<file path="src/rtl/speicher_arbiter.sv">
// Memory arbiter: KANAELE CPU-style requesters (level request, one-cycle done pulse) share one
// memory port, with round-robin or fixed priority and a response timeout.
module speicher_arbiter #(
  parameter int KANAELE      = 2,
  parameter int ADRESSBREITE = 32,
  parameter int DATENBREITE  = 32,
  parameter int FESTE_PRIO   = 0,
  parameter int ZEITLIMIT    = 255
) (
  input  logic                              Clock,
  input  logic                              Reset,
  input  logic [KANAELE-1:0]                Lesen,
  input  logic [KANAELE-1:0]                Schreiben,
  input  logic [KANAELE*ADRESSBREITE-1:0]   Adresse,
  input  logic [KANAELE*DATENBREITE-1:0]    DatenRaus,
  output logic [DATENBREITE-1:0]            DatenRein,
  output logic [KANAELE-1:0]                Geladen,
  output logic [KANAELE-1:0]                Gespeichert,
  output logic [KANAELE-1:0]                Fehler,
  output logic [ADRESSBREITE-1:0]           MemAdresse,
  output logic [DATENBREITE-1:0]            MemSchreibDaten,
  output logic                              MemLesen,
  output logic                              MemSchreiben,
  input  logic [DATENBREITE-1:0]            MemLeseDaten,
  input  logic                              MemBereit,
  output logic [1:0]                        zustand_dbg
);

  localparam int IW = (KANAELE > 1) ? $clog2(KANAELE) : 1;
  localparam int CW = (ZEITLIMIT > 0) ? $clog2(ZEITLIMIT + 1) : 1;
  localparam logic [CW-1:0] ZL_LETZT = (ZEITLIMIT > 0) ? CW'(ZEITLIMIT - 1) : '0;

  typedef enum logic [1:0] {
    LEERLAUF = 2'd0,
    ZUGRIFF  = 2'd1,
    ANTWORT  = 2'd2
  } zustand_t;

  // Handshake: a channel holds Lesen/Schreiben high until it sees its one-cycle Geladen or
  // Gespeichert pulse; the memory side holds MemLesen/MemSchreiben until a one-cycle MemBereit.
  zustand_t                 zustand_q, zustand_d;
  logic [IW-1:0]            idx_q, idx_d;
  logic [IW-1:0]            ptr_q, ptr_d;
  logic                     schreib_q, schreib_d;
  logic                     maske_q, maske_d;
  logic [ADRESSBREITE-1:0]  adr_q, adr_d;
  logic [DATENBREITE-1:0]   wdat_q, wdat_d;
  logic [DATENBREITE-1:0]   rdat_q, rdat_d;
  logic                     mem_lesen_q, mem_lesen_d;
  logic                     mem_schreiben_q, mem_schreiben_d;
  logic [KANAELE-1:0]       geladen_q, geladen_d;
  logic [KANAELE-1:0]       gespeichert_q, gespeichert_d;
  logic [KANAELE-1:0]       fehler_q, fehler_d;
  logic [CW-1:0]            zeit_q, zeit_d;

  logic [KANAELE-1:0]       roh;
  logic [KANAELE-1:0]       anf;
  logic                     gef;
  logic [IW-1:0]            sieger;
  logic [IW-1:0]            naechst;
  logic                     fertig;
  logic                     abgelaufen;

  // In fixed priority a still-requesting just-served channel blocks lower-priority channels for
  // its masked cycle instead of letting them overtake it.
  always_comb begin
    roh    = Lesen | Schreiben;
    anf    = '0;
    gef    = 1'b0;
    sieger = '0;
    for (int k = 0; k < KANAELE; k++)
      anf[k] = roh[k] && !(maske_q && (idx_q == IW'(k)));
    if (FESTE_PRIO != 0) begin
      for (int k = KANAELE - 1; k >= 0; k--) begin
        if (roh[k]) begin
          gef    = 1'b1;
          sieger = IW'(k);
        end
      end
      if (gef && maske_q && (sieger == idx_q)) gef = 1'b0;
    end else begin
      for (int i = KANAELE - 1; i >= 0; i--) begin
        if (anf[(int'(ptr_q) + i) % KANAELE]) begin
          gef    = 1'b1;
          sieger = IW'((int'(ptr_q) + i) % KANAELE);
        end
      end
    end
    naechst = (sieger == IW'(KANAELE - 1)) ? '0 : sieger + IW'(1);
  end

  always_comb begin
    zustand_d       = zustand_q;
    idx_d           = idx_q;
    ptr_d           = ptr_q;
    schreib_d       = schreib_q;
    maske_d         = 1'b0;
    adr_d           = adr_q;
    wdat_d          = wdat_q;
    rdat_d          = rdat_q;
    mem_lesen_d     = mem_lesen_q;
    mem_schreiben_d = mem_schreiben_q;
    geladen_d       = '0;
    gespeichert_d   = '0;
    fehler_d        = '0;
    zeit_d          = zeit_q;
    fertig          = 1'b0;
    abgelaufen      = 1'b0;
    case (zustand_q)
      LEERLAUF: begin
        if (gef) begin
          idx_d           = sieger;
          schreib_d       = Schreiben[sieger];
          adr_d           = Adresse[int'(sieger)*ADRESSBREITE +: ADRESSBREITE];
          wdat_d          = DatenRaus[int'(sieger)*DATENBREITE +: DATENBREITE];
          mem_lesen_d     = !Schreiben[sieger];
          mem_schreiben_d = Schreiben[sieger];
          zeit_d          = '0;
          if (FESTE_PRIO == 0) ptr_d = naechst;
          zustand_d       = ZUGRIFF;
        end
      end
      ZUGRIFF: begin
        if (MemBereit) begin
          fertig = 1'b1;
          if (!schreib_q) rdat_d = MemLeseDaten;
        end else if ((ZEITLIMIT != 0) && (zeit_q == ZL_LETZT)) begin
          fertig     = 1'b1;
          abgelaufen = 1'b1;
          rdat_d     = '0;
        end else begin
          zeit_d = zeit_q + CW'(1);
        end
        if (fertig) begin
          mem_lesen_d            = 1'b0;
          mem_schreiben_d        = 1'b0;
          geladen_d[idx_q]       = !schreib_q;
          gespeichert_d[idx_q]   = schreib_q;
          fehler_d[idx_q]        = abgelaufen;
          zustand_d              = ANTWORT;
        end
      end
      ANTWORT: begin
        maske_d   = 1'b1;
        zustand_d = LEERLAUF;
      end
      default: zustand_d = LEERLAUF;
    endcase
  end

  always_ff @(posedge Clock or posedge Reset) begin
    if (Reset) begin
      zustand_q       <= LEERLAUF;
      idx_q           <= '0;
      ptr_q           <= '0;
      schreib_q       <= 1'b0;
      maske_q         <= 1'b0;
      adr_q           <= '0;
      wdat_q          <= '0;
      rdat_q          <= '0;
      mem_lesen_q     <= 1'b0;
      mem_schreiben_q <= 1'b0;
      geladen_q       <= '0;
      gespeichert_q   <= '0;
      fehler_q        <= '0;
      zeit_q          <= '0;
    end else begin
      zustand_q       <= zustand_d;
      idx_q           <= idx_d;
      ptr_q           <= ptr_d;
      schreib_q       <= schreib_d;
      maske_q         <= maske_d;
      adr_q           <= adr_d;
      wdat_q          <= wdat_d;
      rdat_q          <= rdat_d;
      mem_lesen_q     <= mem_lesen_d;
      mem_schreiben_q <= mem_schreiben_d;
      geladen_q       <= geladen_d;
      gespeichert_q   <= gespeichert_d;
      fehler_q        <= fehler_d;
      zeit_q          <= zeit_d;
    end
  end

  assign DatenRein       = rdat_q;
  assign Geladen         = geladen_q;
  assign Gespeichert     = gespeichert_q;
  assign Fehler          = fehler_q;
  assign MemAdresse      = adr_q;
  assign MemSchreibDaten = wdat_q;
  assign MemLesen        = mem_lesen_q;
  assign MemSchreiben    = mem_schreiben_q;
  assign zustand_dbg     = zustand_q;

endmodule

</file>
<file path="config.mk">
export PLATFORM = sky130hd
export DESIGN_NAME = speicher_arbiter
export DESIGN_NICKNAME = d
export VERILOG_FILES = /design/src/rtl/speicher_arbiter.sv
export SDC_FILE = /design/constraint.sdc
export NUM_CORES = 1
export LEC_CHECK = 0
export CAP_MARGIN = 15
export CORE_MARGIN = 5
export CORE_UTILIZATION = 40
export DETAILED_ROUTE_END_ITERATION = 10
export GPL_ROUTABILITY_DRIVEN = 0
export PLACE_DENSITY = 0.8
export SETUP_SLACK_MARGIN = 0.15
export SYNTH_ARGS = -nofsm -noshare
export SYNTH_HDL_FRONTEND = slang
export SYNTH_SLANG_ARGS = --single-unit
</file>
<file path="constraint.sdc">
create_clock -name Clock -period 4.7 [get_ports Clock]
set_input_delay 0.94 -clock Clock [delete_from_list [all_inputs] [get_ports Clock]]
set_output_delay 0.94 -clock Clock [all_outputs]
set_load 0.03 [all_outputs]
</file>
==> results.sh, run 1 <==
export IMPL_status="complete, no violations"
export IMPL_hold_depth=2
export IMPL_m1WireLength_mm=6.13
export IMPL_rsz0062_at_grt="false"
export IMPL_power_density_mw_per_mm2=725
export IMPL_path_class="in2reg"
export IMPL_timing_rr_start="idx_q"
export IMPL_synth_nets=650
export IMPL_worstPathCellList="clkdlybuf4s50_1, o2bb2ai_2, a2111o_2, buf_4, o21ai_0"
export IMPL_clk_path_buf_depth=2
export IMPL_hp_start="MemSchreibDaten[9]"
export IMPL_grt_ovfl_total=0
export IMPL_final_cell_area_mm2=0.00876
export IMPL_antenna_cells=0
export IMPL_max_slew_margin_rel=0.270
export IMPL_yosys_area_top_type_share=0.547
export IMPL_path_buf_inv=2
export IMPL_fin_tns_setup_ns=0
export IMPL_wirelength_mm=15.7
export IMPL_cts_root_buffer="clkbuf_16"
export IMPL_critPathMaxFanout=54
export IMPL_layout_common_cells="clkdlybuf4s50_1 (272), dfrtp_1 (118), nand2_1 (74), mux2i_1 (66), a22o_1 (56)"
export IMPL_required_ns=4.96
export IMPL_worstSetupStartpointType="input pin"
export IMPL_place_hpwl_mm=11.9
export IMPL_hold_viol_final=0
export IMPL_leakagePower_nw=3.83
export IMPL_layout_drive_gt1_share=0.0598
export IMPL_r2r_cells=4
export IMPL_highest_layer="met4"
export IMPL_worst_setup_path_end_kind="register"
export IMPL_clock_latency_ns=0.40
export IMPL_ctsHtreeMaxLevel=4
export IMPL_cap_violations=0
export IMPL_synth_seq_cells=118
export IMPL_path_delay_family="compound AO/OA/AOI/OAI gates"
export IMPL_fin_cells=929
export IMPL_tightest_slew_ns=1.10
export IMPL_cts_resized=0
export IMPL_dr_wl_met2_mm=7.82
export IMPL_die_area_mm2=0.0159
export IMPL_min_path_type="reg2reg"
export IMPL_ys_flop_type="dfrtp_1"
export IMPL_die_x_um=126
export IMPL_r2r_end="MemSchreibDaten[22]"
export IMPL_layout_min_cycle_time_ns=2.77
export IMPL_ctsHoldBuffers=0
export IMPL_syn_inst=481
export IMPL_placed_area_mm2=0.00820
export IMPL_viasPerCell=5.02
export IMPL_cts_tree="yes"
export IMPL_ys_warn_count=0
export IMPL_synth_distinct_cells=42
export IMPL_slew_viol_final=0
export IMPL_rrSetupSlack_ns=2.42
export IMPL_ant_nets=0
export IMPL_grt_pass1_vias=4858
export IMPL_dr_first_iter_drc_count=191
export IMPL_grt_usage=0.198
export IMPL_io_pins=273
export IMPL_synth_area_mm2=0.00540
export IMPL_cp_arrival_ns=3.03
export IMPL_cts_buffers_inserted=17
export IMPL_post_place_cells=899
export IMPL_core_area_mm2=0.0132
export IMPL_drtPass1Iterations=4
export IMPL_slowest_stage="a2111o_2"
export IMPL_met3_length_mm=1.42
export IMPL_dieHeight_um=126
export IMPL_finalSetupViolCount=0
export IMPL_clkSlewWorstSetupHoldPaths_ns=0.05
export IMPL_max_freq_mhz=361
export IMPL_io_buffers=272
export IMPL_yosysSeqAreaShare=0.547
export IMPL_clock_sinks=118
export IMPL_routedWlPerCell_um=16.9
export IMPL_final_common_cell="clkdlybuf4s50_1"
export IMPL_finClkSkew_ns=0.00703
export IMPL_grt_max_degree=65
export IMPL_finalCritPeriodShare=0.589
export IMPL_drc_errors=0
export IMPL_syn_avg_cell_area_um2=11.2
export IMPL_postCtsSetupRepairBufs=0
export IMPL_vias=4660
export IMPL_vdd_drop_max_uv=381
export IMPL_hold_path_end="MemSchreibDaten[9]"
export IMPL_synth_area_top_cells="dfrtp_1 (55%), mux2i_1 (12%), a22o_1 (9.1%)"
export IMPL_synth_edf_count=0
export IMPL_worst_path_largest_cell_delay_ns=0.56
export IMPL_finalNetCount=912
export IMPL_synth_top_cell_by_area="dfrtp_1"
export IMPL_ys_async_sr_fraction=1.00
export IMPL_grt_pass1_wl_mm=25.1
export IMPL_final_core_util=0.662
export IMPL_antenna_found_initial=0
export IMPL_syn2layout_area_growth_pct=62.3
export IMPL_start_util=0.408
export IMPL_rows=42
[per-layer routing]
metal | GRT usage | vias up
li1 | - | 2265
met1 | 0.221 | 2173
met2 | 0.346 | 199
met3 | 0.0762 | 23
met4 | 0.0688 | 0
met5 | 0 | -
[metrics by stage]
stage,hold WS (ns),worst slack [ns],power [W]
floorplan,0.465,0.631,0.00391
global placement,0.463,1.54,0.00510
detailed placement,0.470,1.46,0.00518
CTS,0.480,1.89,0.00640
global route,0.500,1.71,0.00672
finish,0.473,1.93,0.00635
[worst register-to-register path, delay by kind of cell (launching register included)]
| family | cells | cell delay, ns |
|---|---|---|
| buffers and inverters | 1 | 0.52 |
| AOI/OAI and AO/OA | 2 | 0.71 |
| DFF | 1 | 0.51 |
| and+or+nand+nor | 1 | 0.40 |
[final cells by class]
cell class / count / area, µm²
multi-input combinational: 320 / 2220
clock buffer: 25 / 505
tap: 176 / 220
timing repair buffer: 281 / 2800
sequential: 118 / 2950
inverter: 5 / 21.3
clock inverter: 4 / 45.0
fill: 1025 / 4480
[worst max-delay path by stage]
stage	depth (start not counted)	from	slack, ns	to
after global routing	5	Schreiben[1]	1.71	MemSchreibDaten[18]
after detailed placement	4	MemBereit	1.46	Gespeichert[1]
after CTS	4	MemBereit	1.89	Gespeichert[1]
after floorplan	1	Reset	0.63	DatenRein[0]
after global placement	4	MemBereit	1.54	Gespeichert[1]
final	5	Schreiben[1]	1.93	MemSchreibDaten[22]
[cell usage after synthesis, types with 2 or more instances]
master	instances
mux2i_1	66
dfrtp_1	118
buf_6	6
xor2_1	2
buf_2	11
clkbuf_1	11
o21ai_1	43
a22o_1	56
nand2_1	74
clkbuf_4	2
inv_1	5
clkbuf_2	5
o21ai_0	24
nor3b_1	3
nor2_1	10
buf_4	3
nor3_1	3
nor4_1	2
and3_1	4
ha_1	2
o211ai_1	4
a32o_1	4
nand3_1	4
[kinds of logic (layout without fill, tap and decap cells)]
kind of cell    Yosys count  after routing  synth area share
mux                      66             66             0.122
fa+ha+maj                 2              2           0.00463
flops                   118            118             0.547
simple gates            107            107            0.0890
xor+xnor                  3              3           0.00487
compound gates          142            142             0.187
buf+inv                  43            315            0.0454
[power by group]
part / leakage (nW) / switching [W] / internal (W)
clock network: 0.275 / 0.000414 / 0.000784
registers: 1.45 / 0.000357 / 0.00149
logic: 2.10 / 0.00185 / 0.00146
[flip-flops by register name, summed over array words and instances (netlist names), 2 cells and up]
signal           flops
Gespeichert          2
MemAdresse          32
Fehler               2
zustand_dbg          2
zeit_q               8
Geladen              2
DatenRein           32
MemSchreibDaten     32
Power figures use the tool's default switching activity.
==> inputs of run 2 (changes only) <==
==> constraint.sdc (replaced) <==
create_clock -name Clock -period 2.8 [get_ports Clock]
set_input_delay 0.56 -clock Clock [delete_from_list [all_inputs] [get_ports Clock]]
set_output_delay 0.56 -clock Clock [all_outputs]
set_load 0.03 [all_outputs]
==> results.sh, run 2 (same netlist as run 1, synthesis figures left out) <==
export IMPL_clock_latency_ns=0.40
export IMPL_ctsHoldBuffers=0
export IMPL_grt_ovfl_total=0
export IMPL_hold_ws_ns=0.478
export IMPL_status="complete, no violations"
export IMPL_cp_arrival_ns=1.75
export IMPL_rsz0062_at_grt="false"
export IMPL_io_pins=273
export IMPL_start_util=0.408
export IMPL_vias=4712
export IMPL_worst_setup_path_end_kind="output port"
export IMPL_grt_max_degree=129
export IMPL_postCtsSetupRepairBufs=0
export IMPL_placed_area_mm2=0.00829
export IMPL_hold_depth=2
export IMPL_fin_tns_setup_ns=0
export IMPL_final_cell_area_mm2=0.00884
export IMPL_die_area_mm2=0.0159
export IMPL_io_buffers=272
export IMPL_dieHeight_um=126
export IMPL_final_core_util=0.668
export IMPL_place_hpwl_mm=12.3
export IMPL_core_area_mm2=0.0132
export IMPL_power_density_mw_per_mm2=1230
export IMPL_fin_cells=934
export IMPL_antenna_cells=0
export IMPL_path_class="reg2out"
export IMPL_post_place_cells=904
export IMPL_cts_tree="yes"
export IMPL_cts_root_buffer="clkbuf_16"
export IMPL_r2r_cells=5
export IMPL_rows=42
export IMPL_cts_buffers_inserted=17
export IMPL_worstPathCellList="clkdlybuf4s50_1"
export IMPL_finalNetCount=916
export IMPL_finalSetupViolCount=0
export IMPL_r2r_end="MemAdresse[11]"
export IMPL_hold_path_end="MemSchreibDaten[26]"
export IMPL_slowest_stage="clkdlybuf4s50_1"
export IMPL_dr_first_iter_drc_count=206
export IMPL_finalCritPeriodShare=0.824
export IMPL_drc_errors=0
export IMPL_grt_pass1_vias=5072
export IMPL_worst_path_largest_cell_delay_ns=0.77
export IMPL_clock_sinks=118
export IMPL_grt_pass1_wl_mm=26.5
export IMPL_wirelength_mm=16.6
export IMPL_critPathMaxFanout=9
export IMPL_hold_viol_final=0
export IMPL_layout_common_cells="clkdlybuf4s50_1 (272), dfrtp_1 (118), nand2_1 (74), mux2i_1 (66), a22o_1 (56)"
export IMPL_min_path_type="reg2reg"
export IMPL_antenna_found_initial=0
export IMPL_max_freq_mhz=434
export IMPL_layout_drive_gt1_share=0.0620
export IMPL_layout_min_cycle_time_ns=2.31
export IMPL_syn2layout_area_growth_pct=63.8
export IMPL_routedWlPerCell_um=17.8
export IMPL_tightest_slew_ns=0.624
export IMPL_worstSetupStartpointType="register"
export IMPL_viasPerCell=5.04
export IMPL_finClkSkew_ns=0.00587
export IMPL_timing_rr_start="idx_q"
export IMPL_slew_viol_final=0
export IMPL_vdd_drop_max_uv=667
export IMPL_die_x_um=126
export IMPL_path_delay_family="buffers and inverters"
export IMPL_ant_nets=0
export IMPL_grt_usage=0.209
export IMPL_required_ns=2.24
export IMPL_hp_start="MemSchreibDaten[26]"
export IMPL_rrSetupSlack_ns=0.74
export IMPL_cap_violations=0
export IMPL_max_slew_margin_rel=0.580
export IMPL_ctsHtreeMaxLevel=4
export IMPL_clk_path_buf_depth=2
export IMPL_path_buf_inv=1
export IMPL_drtPass1Iterations=4
export IMPL_final_common_cell="clkdlybuf4s50_1"
export IMPL_clkSlewWorstSetupHoldPaths_ns=0.05
export IMPL_leakagePower_nw=3.86
export IMPL_cts_resized=0
run 2: stage by stage:
| stage | worst slack (ns) | total power [W] |
|---|---|---|
| after floorplan | 0.799 | 0.00656 |
| after global placement | 0.346 | 0.00867 |
| after detailed placement | 0.231 | 0.00887 |
| after CTS | 0.462 | 0.0110 |
| after global routing | 0.389 | 0.0115 |
| final | 0.493 | 0.0109 |
run 2: area by class of cell:
type                    count  area, µm²
fillers                  1005       4400
flip-flops and latches    118       2950
repair buffers            285       2870
multi-input cells         320       2220
clock buffers              26        489
well taps                 176        220
clock inverters             4       70.1
inverters                   5       22.5
run 2: how the worst max path moves through the flow:
| stage | startpoint | cells after the start | slack, ns | end |
|---|---|---|---|---|
| finish | zustand_dbg[1] | 1 | 0.49 | zustand_dbg[1] |
| global route | zustand_dbg[1] | 1 | 0.39 | zustand_dbg[1] |
| CTS | zustand_dbg[1] | 1 | 0.46 | zustand_dbg[1] |
| detailed placement | Schreiben[1] | 6 | 0.23 | MemSchreibDaten[10] |
| global placement | Schreiben[1] | 6 | 0.35 | MemSchreibDaten[26] |
| floorplan | Reset | 1 | 0.80 | DatenRein[0] |
run 2: layer usage:
metal,track usage,vias up,part of all wire
met4,0.0732,0,0.022
met5,0,-,0
li1,-,2271,-
met2,0.364,185,0.52
met1,0.233,2227,0.38
met3,0.0796,29,0.081
run 2: power breakdown:
group	switching, W	internal (W)
sequential	0.000538	0.00250
clock	0.000692	0.00137
combinational	0.00325	0.00253
==> inputs of run 3 (changes only) <==
==> constraint.sdc (replaced) <==
create_clock -name Clock -period 2.2 [get_ports Clock]
set_input_delay 0.44 -clock Clock [delete_from_list [all_inputs] [get_ports Clock]]
set_output_delay 0.44 -clock Clock [all_outputs]
set_load 0.03 [all_outputs]
==> results.sh, run 3 (same netlist as run 1, synthesis figures left out) <==
export IMPL_grt_usage=0.208
export IMPL_max_slew_margin_rel=0.634
export IMPL_status="complete, no violations"
export IMPL_start_util=0.408
export IMPL_die_x_um=126
export IMPL_syn2layout_area_growth_pct=66.2
export IMPL_vias=4766
export IMPL_place_hpwl_mm=12.5
export IMPL_routedWlPerCell_um=17.6
export IMPL_viasPerCell=5.04
export IMPL_dieHeight_um=126
export IMPL_wirelength_mm=16.6
export IMPL_layout_min_cycle_time_ns=1.95
export IMPL_power_density_mw_per_mm2=1550
export IMPL_ant_nets=0
export IMPL_drc_errors=0
export IMPL_rsz0062_at_grt="false"
export IMPL_timing_rr_start="idx_q"
export IMPL_slowest_stage="clkdlybuf4s50_1"
export IMPL_cp_arrival_ns=1.51
export IMPL_placed_area_mm2=0.00844
export IMPL_cts_buffers_inserted=17
export IMPL_required_ns=1.76
export IMPL_setup_worst_path_start="DatenRein[11]"
export IMPL_path_class="reg2out"
export IMPL_cts_root_buffer="clkbuf_16"
export IMPL_hold_viol_final=0
export IMPL_path_delay_family="buffers and inverters"
export IMPL_antenna_cells=0
export IMPL_rows=42
export IMPL_clock_sinks=118
export IMPL_final_cell_area_mm2=0.00898
export IMPL_cts_tree="yes"
export IMPL_worstPathCellList="clkdlybuf4s50_1"
export IMPL_finClkSkew_ns=0.00558
export IMPL_slew_viol_final=0
export IMPL_path_buf_inv=1
export IMPL_critPathMaxFanout=3
export IMPL_io_buffers=272
export IMPL_hp_start="MemSchreibDaten[31]"
export IMPL_grt_pass1_wl_mm=26.3
export IMPL_clkSlewWorstSetupHoldPaths_ns=0.05
export IMPL_clk_path_buf_depth=2
export IMPL_io_pins=273
export IMPL_drtPass1Iterations=5
export IMPL_worstSetupStartpointType="register"
export IMPL_layout_drive_gt1_share=0.0780
export IMPL_tightest_slew_ns=0.543
export IMPL_ctsHtreeMaxLevel=4
export IMPL_worst_path_largest_cell_delay_ns=0.71
export IMPL_finalSetupViolCount=0
export IMPL_leakagePower_nw=3.94
export IMPL_ctsHoldBuffers=0
export IMPL_final_core_util=0.678
export IMPL_finalCritPeriodShare=0.884
export IMPL_dr_first_iter_drc_count=277
export IMPL_seqCellArea_mm2=0.00295
export IMPL_layout_common_cells="clkdlybuf4s50_1 (270), dfrtp_1 (117), nand2_1 (74), mux2i_1 (66), a22o_1 (56)"
export IMPL_n_fill_cell=995
export IMPL_postCtsSetupRepairBufs=0
export IMPL_grt_ovfl_total=0
export IMPL_core_area_mm2=0.0132
export IMPL_grt_max_degree=129
export IMPL_die_area_mm2=0.0159
export IMPL_max_freq_mhz=514
export IMPL_grt_pass1_vias=4933
export IMPL_final_common_cell="clkdlybuf4s50_1"
export IMPL_vdd_drop_max_uv=983
export IMPL_worst_setup_path_end_kind="output port"
export IMPL_min_path_type="reg2reg"
export IMPL_clock_latency_ns=0.41
export IMPL_cap_violations=0
export IMPL_cts_resized=2
export IMPL_antenna_found_initial=0
export IMPL_finalNetCount=926
export IMPL_multi_input_area_mm2=0.00222
-- run 3: cell count changes in the layout (fill, tap and decap cells not counted), moves of 2 or more --
cell             before  now
dlygate4sd2_1         0    2
clkdlybuf4s50_1     272  270
buf_12                4   10
bufinv_16             2    0
clkbuf_8              3    6
buf_4                 9   13
-- run 3: path summary, 6_finish.rpt --
check,depth (start not counted),slack (ns),endpoint
worst max-delay path,1,0.25,DatenRein[11]
worst max register to register,5,0.29,MemSchreibDaten[26]
max in group asynchronous,3,1.43,idx_q
worst min register to register,2,0.47,MemSchreibDaten[31]
worst min-delay path,2,0.47,MemSchreibDaten[31]
min in group asynchronous,3,0.49,MemAdresse[0]
-- run 3: stage by stage --
stage | worst slack [ns] | hold slack, ns | TNS [ns] | instances | total power [W]
after floorplan | 0.319 | 0.465 | 0 | 481 | 0.00834
after global placement | -0.0209 | 0.462 | -0.229 | 914 | 0.0112
after detailed placement | -0.139 | 0.469 | -4.18 | 914 | 0.0115
after CTS | 0.219 | 0.480 | 0 | 945 | 0.0140
after global routing | 0.190 | 0.501 | 0 | 945 | 0.0147
final | 0.255 | 0.474 | 0 | 945 | 0.0139
-- run 3: power by group --
| part | internal (W) | total (W) | switching (W) |
|---|---|---|---|
| logic | 0.00338 | 0.00752 | 0.00414 |
| clock network | 0.00161 | 0.00250 | 0.000895 |
| registers | 0.00318 | 0.00387 | 0.000688 |
| total | 0.00817 | 0.0139 | 0.00572 |
-- run 3: final cells by class --
| type | instances | share of cell area |
|---|---|---|
| Timing Repair Buffer | 295 | 0.336 |
| Tap cell | 176 | 0.0245 |
| Inverter | 5 | 0.00251 |
| Clock inverter | 3 | 0.00167 |
| Clock buffer | 28 | 0.0587 |
| Sequential cell | 118 | 0.329 |
| Multi-Input combinational cell | 320 | 0.247 |
-- run 3: layer usage --
| metal | GRT usage | wire length, µm | vias to the layer above |
|---|---|---|---|
| li1 | - | - | 2289 |
| met1 | 0.242 | 6420 | 2235 |
| met2 | 0.354 | 8390 | 216 |
| met3 | 0.0817 | 1520 | 26 |
| met4 | 0.0662 | 271 | 0 |
| met5 | 0 | 0 | - |
